<file path="config.mk">
export PLATFORM = sky130hd
export DESIGN_NAME = mips_avalon_arbiter
export DESIGN_NICKNAME = d
export VERILOG_FILES = /design/src/rtl/mips_avalon_arbiter.sv
export SDC_FILE = /design/constraint.sdc
export NUM_CORES = 1
export LEC_CHECK = 0
export BUFFER_PORTS_ARGS = -buffer_cell sky130_fd_sc_hd__buf_2
export CAP_MARGIN = 5
export CORE_AREA = 3 3 121 123
export DETAILED_ROUTE_END_ITERATION = 12
export DIE_AREA = 0 0 124 126
export PLACE_DENSITY_LB_ADDON = 0.12
export SKIP_CTS_REPAIR_TIMING = 1
export SLEW_MARGIN = 20
export SYNTH_ARGS = -nofsm -noshare
export SYNTH_HDL_FRONTEND = slang
export SYNTH_SLANG_ARGS = --single-unit
</file>
<file path="constraint.sdc">
create_clock -name clk -period 2.7 [get_ports clk]
set_input_delay 0.405 -clock clk [delete_from_list [all_inputs] [get_ports clk]]
set_output_delay 0.405 -clock clk [all_outputs]
set_load 0.01 [all_outputs]
</file>
<file path="src/rtl/mips_avalon_arbiter.sv">
// Two-master Avalon-MM arbiter (M0 data, M1 ifetch) with stall watchdog.
// Define ARB_ROUND_ROBIN_EN for round-robin ties; default is M0 priority.
module mips_avalon_arbiter #(
  parameter int unsigned TIMEOUT_CYCLES = 64
) (
  input  logic        clk,
  input  logic        reset,
  input  logic [31:0] m0_address,
  input  logic [3:0]  m0_byteenable,
  input  logic        m0_read,
  input  logic        m0_write,
  input  logic [31:0] m0_writedata,
  output logic        m0_waitrequest,
  output logic [31:0] m0_readdata,
  input  logic [31:0] m1_address,
  input  logic [3:0]  m1_byteenable,
  input  logic        m1_read,
  input  logic        m1_write,
  input  logic [31:0] m1_writedata,
  output logic        m1_waitrequest,
  output logic [31:0] m1_readdata,
  output logic [31:0] s_address,
  output logic [3:0]  s_byteenable,
  output logic        s_read,
  output logic        s_write,
  output logic [31:0] s_writedata,
  input  logic        s_waitrequest,
  input  logic [31:0] s_readdata,
  output logic        bus_timeout
);

  typedef enum logic [1:0] {
    IDLE   = 2'd0,
    GRANT0 = 2'd1,
    GRANT1 = 2'd2
  } state_t;

`ifdef ARB_ROUND_ROBIN_EN
  localparam logic RR_EN = 1'b1;
`else
  localparam logic RR_EN = 1'b0;
`endif

  localparam logic [9:0]  STALL_MAX = 10'(TIMEOUT_CYCLES - 1);
  localparam logic [31:0] ABORT_DATA = 32'hDEAD_BEEF;

  state_t     state;
  state_t     state_nxt;
  logic [9:0] stall_cnt;
  logic       last_grant;

  logic m0_req;
  logic m1_req;
  logic gnt0;
  logic gnt1;
  logic g_req;
  logic tie_m1;
  logic timeout_hit;
  logic leave;

  assign m0_req = m0_read | m0_write;
  assign m1_req = m1_read | m1_write;
  assign gnt0   = (state == GRANT0);
  assign gnt1   = (state == GRANT1);
  assign g_req  = (gnt0 & m0_req) | (gnt1 & m1_req);

  // Round-robin hands a tie to whoever was not served last.
  assign tie_m1 = RR_EN & ~last_grant;

  assign timeout_hit = g_req & s_waitrequest
                     & (stall_cnt == STALL_MAX);

  // Grant ends on completion, master abort or watchdog abort.
  assign leave = (gnt0 | gnt1)
               & (~g_req | ~s_waitrequest | timeout_hit);

  always_ff @(posedge clk) begin
    if (!reset) begin
      state <= IDLE;
    end else begin
      state <= state_nxt;
    end
  end

  always_comb begin
    state_nxt = state;
    unique case (state)
      IDLE: begin
        if (m0_req && m1_req) begin
          state_nxt = tie_m1 ? GRANT1 : GRANT0;
        end else if (m0_req) begin
          state_nxt = GRANT0;
        end else if (m1_req) begin
          state_nxt = GRANT1;
        end
      end
      GRANT0, GRANT1: begin
        if (leave) begin
          state_nxt = IDLE;
        end
      end
      default: state_nxt = IDLE;
    endcase
  end

  always_ff @(posedge clk) begin
    if (!reset) begin
      stall_cnt   <= '0;
      bus_timeout <= 1'b0;
      last_grant  <= 1'b1;
    end else begin
      if (state == IDLE || leave) begin
        stall_cnt <= '0;
      end else if (s_waitrequest) begin
        stall_cnt <= stall_cnt + 10'd1;
      end
      if (timeout_hit) begin
        bus_timeout <= 1'b1;
      end
      if (leave) begin
        last_grant <= gnt1;
      end
    end
  end

  always_comb begin
    s_address      = '0;
    s_byteenable   = '0;
    s_writedata    = '0;
    s_read         = 1'b0;
    s_write        = 1'b0;
    m0_waitrequest = 1'b1;
    m1_waitrequest = 1'b1;
    m0_readdata    = '0;
    m1_readdata    = '0;
    unique case (1'b1)
      gnt0: begin
        s_address      = m0_address;
        s_byteenable   = m0_byteenable;
        s_writedata    = m0_writedata;
        s_read         = m0_read & ~m0_write;
        s_write        = m0_write;
        m0_waitrequest = s_waitrequest;
        m0_readdata    = s_readdata;
        if (timeout_hit) begin
          m0_waitrequest = 1'b0;
          m0_readdata    = ABORT_DATA;
        end
      end
      gnt1: begin
        s_address      = m1_address;
        s_byteenable   = m1_byteenable;
        s_writedata    = m1_writedata;
        s_read         = m1_read & ~m1_write;
        s_write        = m1_write;
        m1_waitrequest = s_waitrequest;
        m1_readdata    = s_readdata;
        if (timeout_hit) begin
          m1_waitrequest = 1'b0;
          m1_readdata    = ABORT_DATA;
        end
      end
      default: ;
    endcase
    // Reset mid-transfer must never leak a partial write.
    if (!reset) begin
      s_read         = 1'b0;
      s_write        = 1'b0;
      m0_waitrequest = 1'b1;
      m1_waitrequest = 1'b1;
    end
  end

endmodule

</file>
==> run summary <==
First drt pass iteration count: 4
Via Count: 3,516
CP endpoint kind: output port
Startpoint Class: flip-flop
Top-count cell post-synth: nor2b_1
Placed Cells: 782
Syn Inst Count: 321
PortBufs: 311
Tcrit/Tclk final: 96.5%
Skew-Pair Late Insertion Delay: 0.24 ns
N_diodes: 0
Avg Cell Area, Syn: 7.11 µm²
Critical R2R Capture: stall_cnt[0]$_SDFFE_PP0P_
CTS tree: yes
Synth cell types: 33
Reg2reg path depth: 5
CTS Root Cell: clkbuf_16
Kind of critical path: flip-flop to output port
First-pass GRT wire length: 17.1 mm
Vias in the first global route: 3,162
Chip Width: 124 µm
Worst slew pin tran: 0.565 ns
Placement Rows: 43
Core Region: 13,800 µm²
Layout cells sized above 1: 54.9%
Number of max-slew violations in the final report: 0
Hold depth: 1
Detailed Route WL: 12.4 mm
Crit path cell chain: or4b_4 > a2111oi_4 > buf_4 > clkbuf_16 > o21a_1 > buf_2
Peak VDD IR: 223 µV
Maximum achievable frequency: 384 MHz
HP Start: bus_timeout$_SDFFE_PN0P_
Post-synth ARST share: 0%
Clock sinks: 13
Area occupied by multi-input gates: 1890 µm²
Status: complete, no violations
Largest net degree at the start of global routing: 97
Worst hold path class: flip-flop to flip-flop
Unrepaired setup endpoints after global routing: false
HPWL after detailed placement: 9.72 mm
LEAKAGE: 2.10 nW
Critical-path maximum fanout: 21
Starting DRT DRC Count: 131
# H-tree levels: 1
Final cell count without fillers: 790
Clock Tree Buf Depth: 2
Slowest stage cell on the critical path: or4b_4
Nets: 790
Fillers: 1,542
Top-area cell type share of the netlist area: 22.7%
Die Height: 126 µm
CP arrival: 2.20 ns
Max_cap viols: 0
Clock Pin Slew Worst Setup and Hold Paths: 0.05 ns
Bufs and invs on worst path: 3
Post-synth top flop: dfxtp_1
Post-synth design cell area: 2280 µm²
Setup Skew: 0.00484 ns
Register area: 262 µm²
CTS Buf Count: 3
Main area contributors after synthesis: a22oi_1, nor2b_1, o21a_1
Drc violations: 0
Gpl congestion: 0.823
Top cell family by delay on the critical path: compound AO/OA/AOI/OAI gates
Die ar.: 15,600 µm²
Worst R2R Start: state[0]$_SDFFE_PN0P_
Yosys top cell by area: a22oi_1
Final ANT Viol Nets: 0
Syn_nets: 500
GRT overflow: 0
Initial Util: 16.6%
Sequential share of the synthesized area: 11.4%
Req. time, crit path: 2.30 ns
Slowest stage delay, CP: 0.56 ns
Area delta synth->final: 83.4%
Vias per cell: 4.45
Final setup viols: 0
Min Tclk post-route: 2.60 ns
GRT Overall Usage: 13.5%
Antenna violations before repair: 0
FF+latch count, synth: 13
Fin Setup TNS: 0 ns
IO Count: 312
R2r setup slk: 0.62 ns
Slew HR: 62.3%
Final Hold Fails: 0
Yosys Warn Count: 0
Worst Hold End: bus_timeout$_SDFFE_PN0P_
Cell Pwr Density: 293 nW/µm²
Synth top cells by count: nor2b_1, a22oi_1, o21a_1
Routed len/inst: 15.6 µm
EDFF count, synth: 0
[layout by cell type, fill, tap and decap left out, types with 2 or more instances in the layout]
cell type / instances
buf_4: 6
nand2_1: 10
nand4_1: 3
inv_1: 5
buf_12: 3
o211ai_1: 3
dfxtp_1: 12
xor2_1: 4
clkbuf_16: 5
buf_2: 311
ha_4: 2
nor3_1: 12
a22oi_1: 69
xnor2_1: 5
nor2b_1: 70
and2_1: 16
nor2_1: 4
o21a_1: 50
[worst max path at each step]
stage	cells after the start	slack (ns)	end	from
CTS	6	0.05	m0_readdata[29]	stall_cnt[6]$_SDFFE_PP0P_
detailed placement	6	0.31	m0_readdata[29]	stall_cnt[6]$_SDFFE_PP0P_
global placement	6	0.34	m1_readdata[29]	stall_cnt[6]$_SDFFE_PP0P_
global route	6	0.01	m0_readdata[29]	stall_cnt[8]$_SDFFE_PP0P_
floorplan	5	0.46	m0_readdata[0]	s_waitrequest
finish	6	0.1	m1_readdata[26]	stall_cnt[8]$_SDFFE_PP0P_
[area by class of cell]
type | instances | share of cell area, %
well taps | 180 | 5.38
flip-flops and latches | 13 | 6.24
repair buffers | 322 | 40.9
multi-input cells | 266 | 45.2
inverters | 5 | 0.448
clock buffers | 4 | 1.88
[layer usage]
metal	share of wire, %	GRT usage (%)	wire length [µm]
met5	0	0	0
met4	0.62	1.29	77
met3	7.5	1.39	926
met2	54	26.9	6650
met1	38	15.6	4700
[registers in the layout (all words and copies together) (netlist names)]
register / cells
stall_cnt: 10
state: 2
bus_timeout: 1
[cell families (layout without fill, tap and decap cells)]
logic type / after synthesis / count (layout) / share of synthesized area (%)
DFF: 13 / 13 / 11.4
buffers and inverters: 42 / 331 / 6.96
adders and majority gates: 4 / 4 / 2.19
and+or+nand+nor: 123 / 123 / 31.9
AOI/OAI and AO/OA: 129 / 129 / 43.6
muxes: 1 / 1 / 0.438
xor gates and xnor gates: 9 / 9 / 3.45
[worst reg2reg max path: cells and delay by family, from the launching register on]
| family | cells | cell delay (ns) |
|---|---|---|
| buf+inv | 2 | 0.38 |
| simple gates | 1 | 0.10 |
| compound gates | 1 | 0.48 |
| fa+ha+maj | 1 | 0.58 |
| flops | 1 | 0.40 |
[stage by stage]
| step | power, W | utilization, % | hold slack, ns | instance area [µm²] | setup slack [ns] |
|---|---|---|---|---|---|
| after floorplan | 0.000615 | - | 0.463 | 2280 | 0.458 |
| after global placement | 0.000956 | 29.4 | 0.468 | 4040 | 0.344 |
| after detailed placement | 0.000957 | 29.4 | 0.453 | 4040 | 0.306 |
| after CTS | 0.00124 | 29.9 | 0.475 | 4120 | 0.0487 |
| after global routing | 0.00132 | 30.4 | 0.495 | 4190 | 0.0120 |
| final | 0.00123 | 30.4 | 0.477 | 4190 | 0.0957 |
[report_power, final]
part | switching (W) | internal (W) | total, W
logic | 0.000389 | 0.000356 | 0.000745
registers | 0.00000500 | 0.000197 | 0.000202
clock network | 0.0000796 | 0.000199 | 0.000279
(Power assumes the default switching activity.)
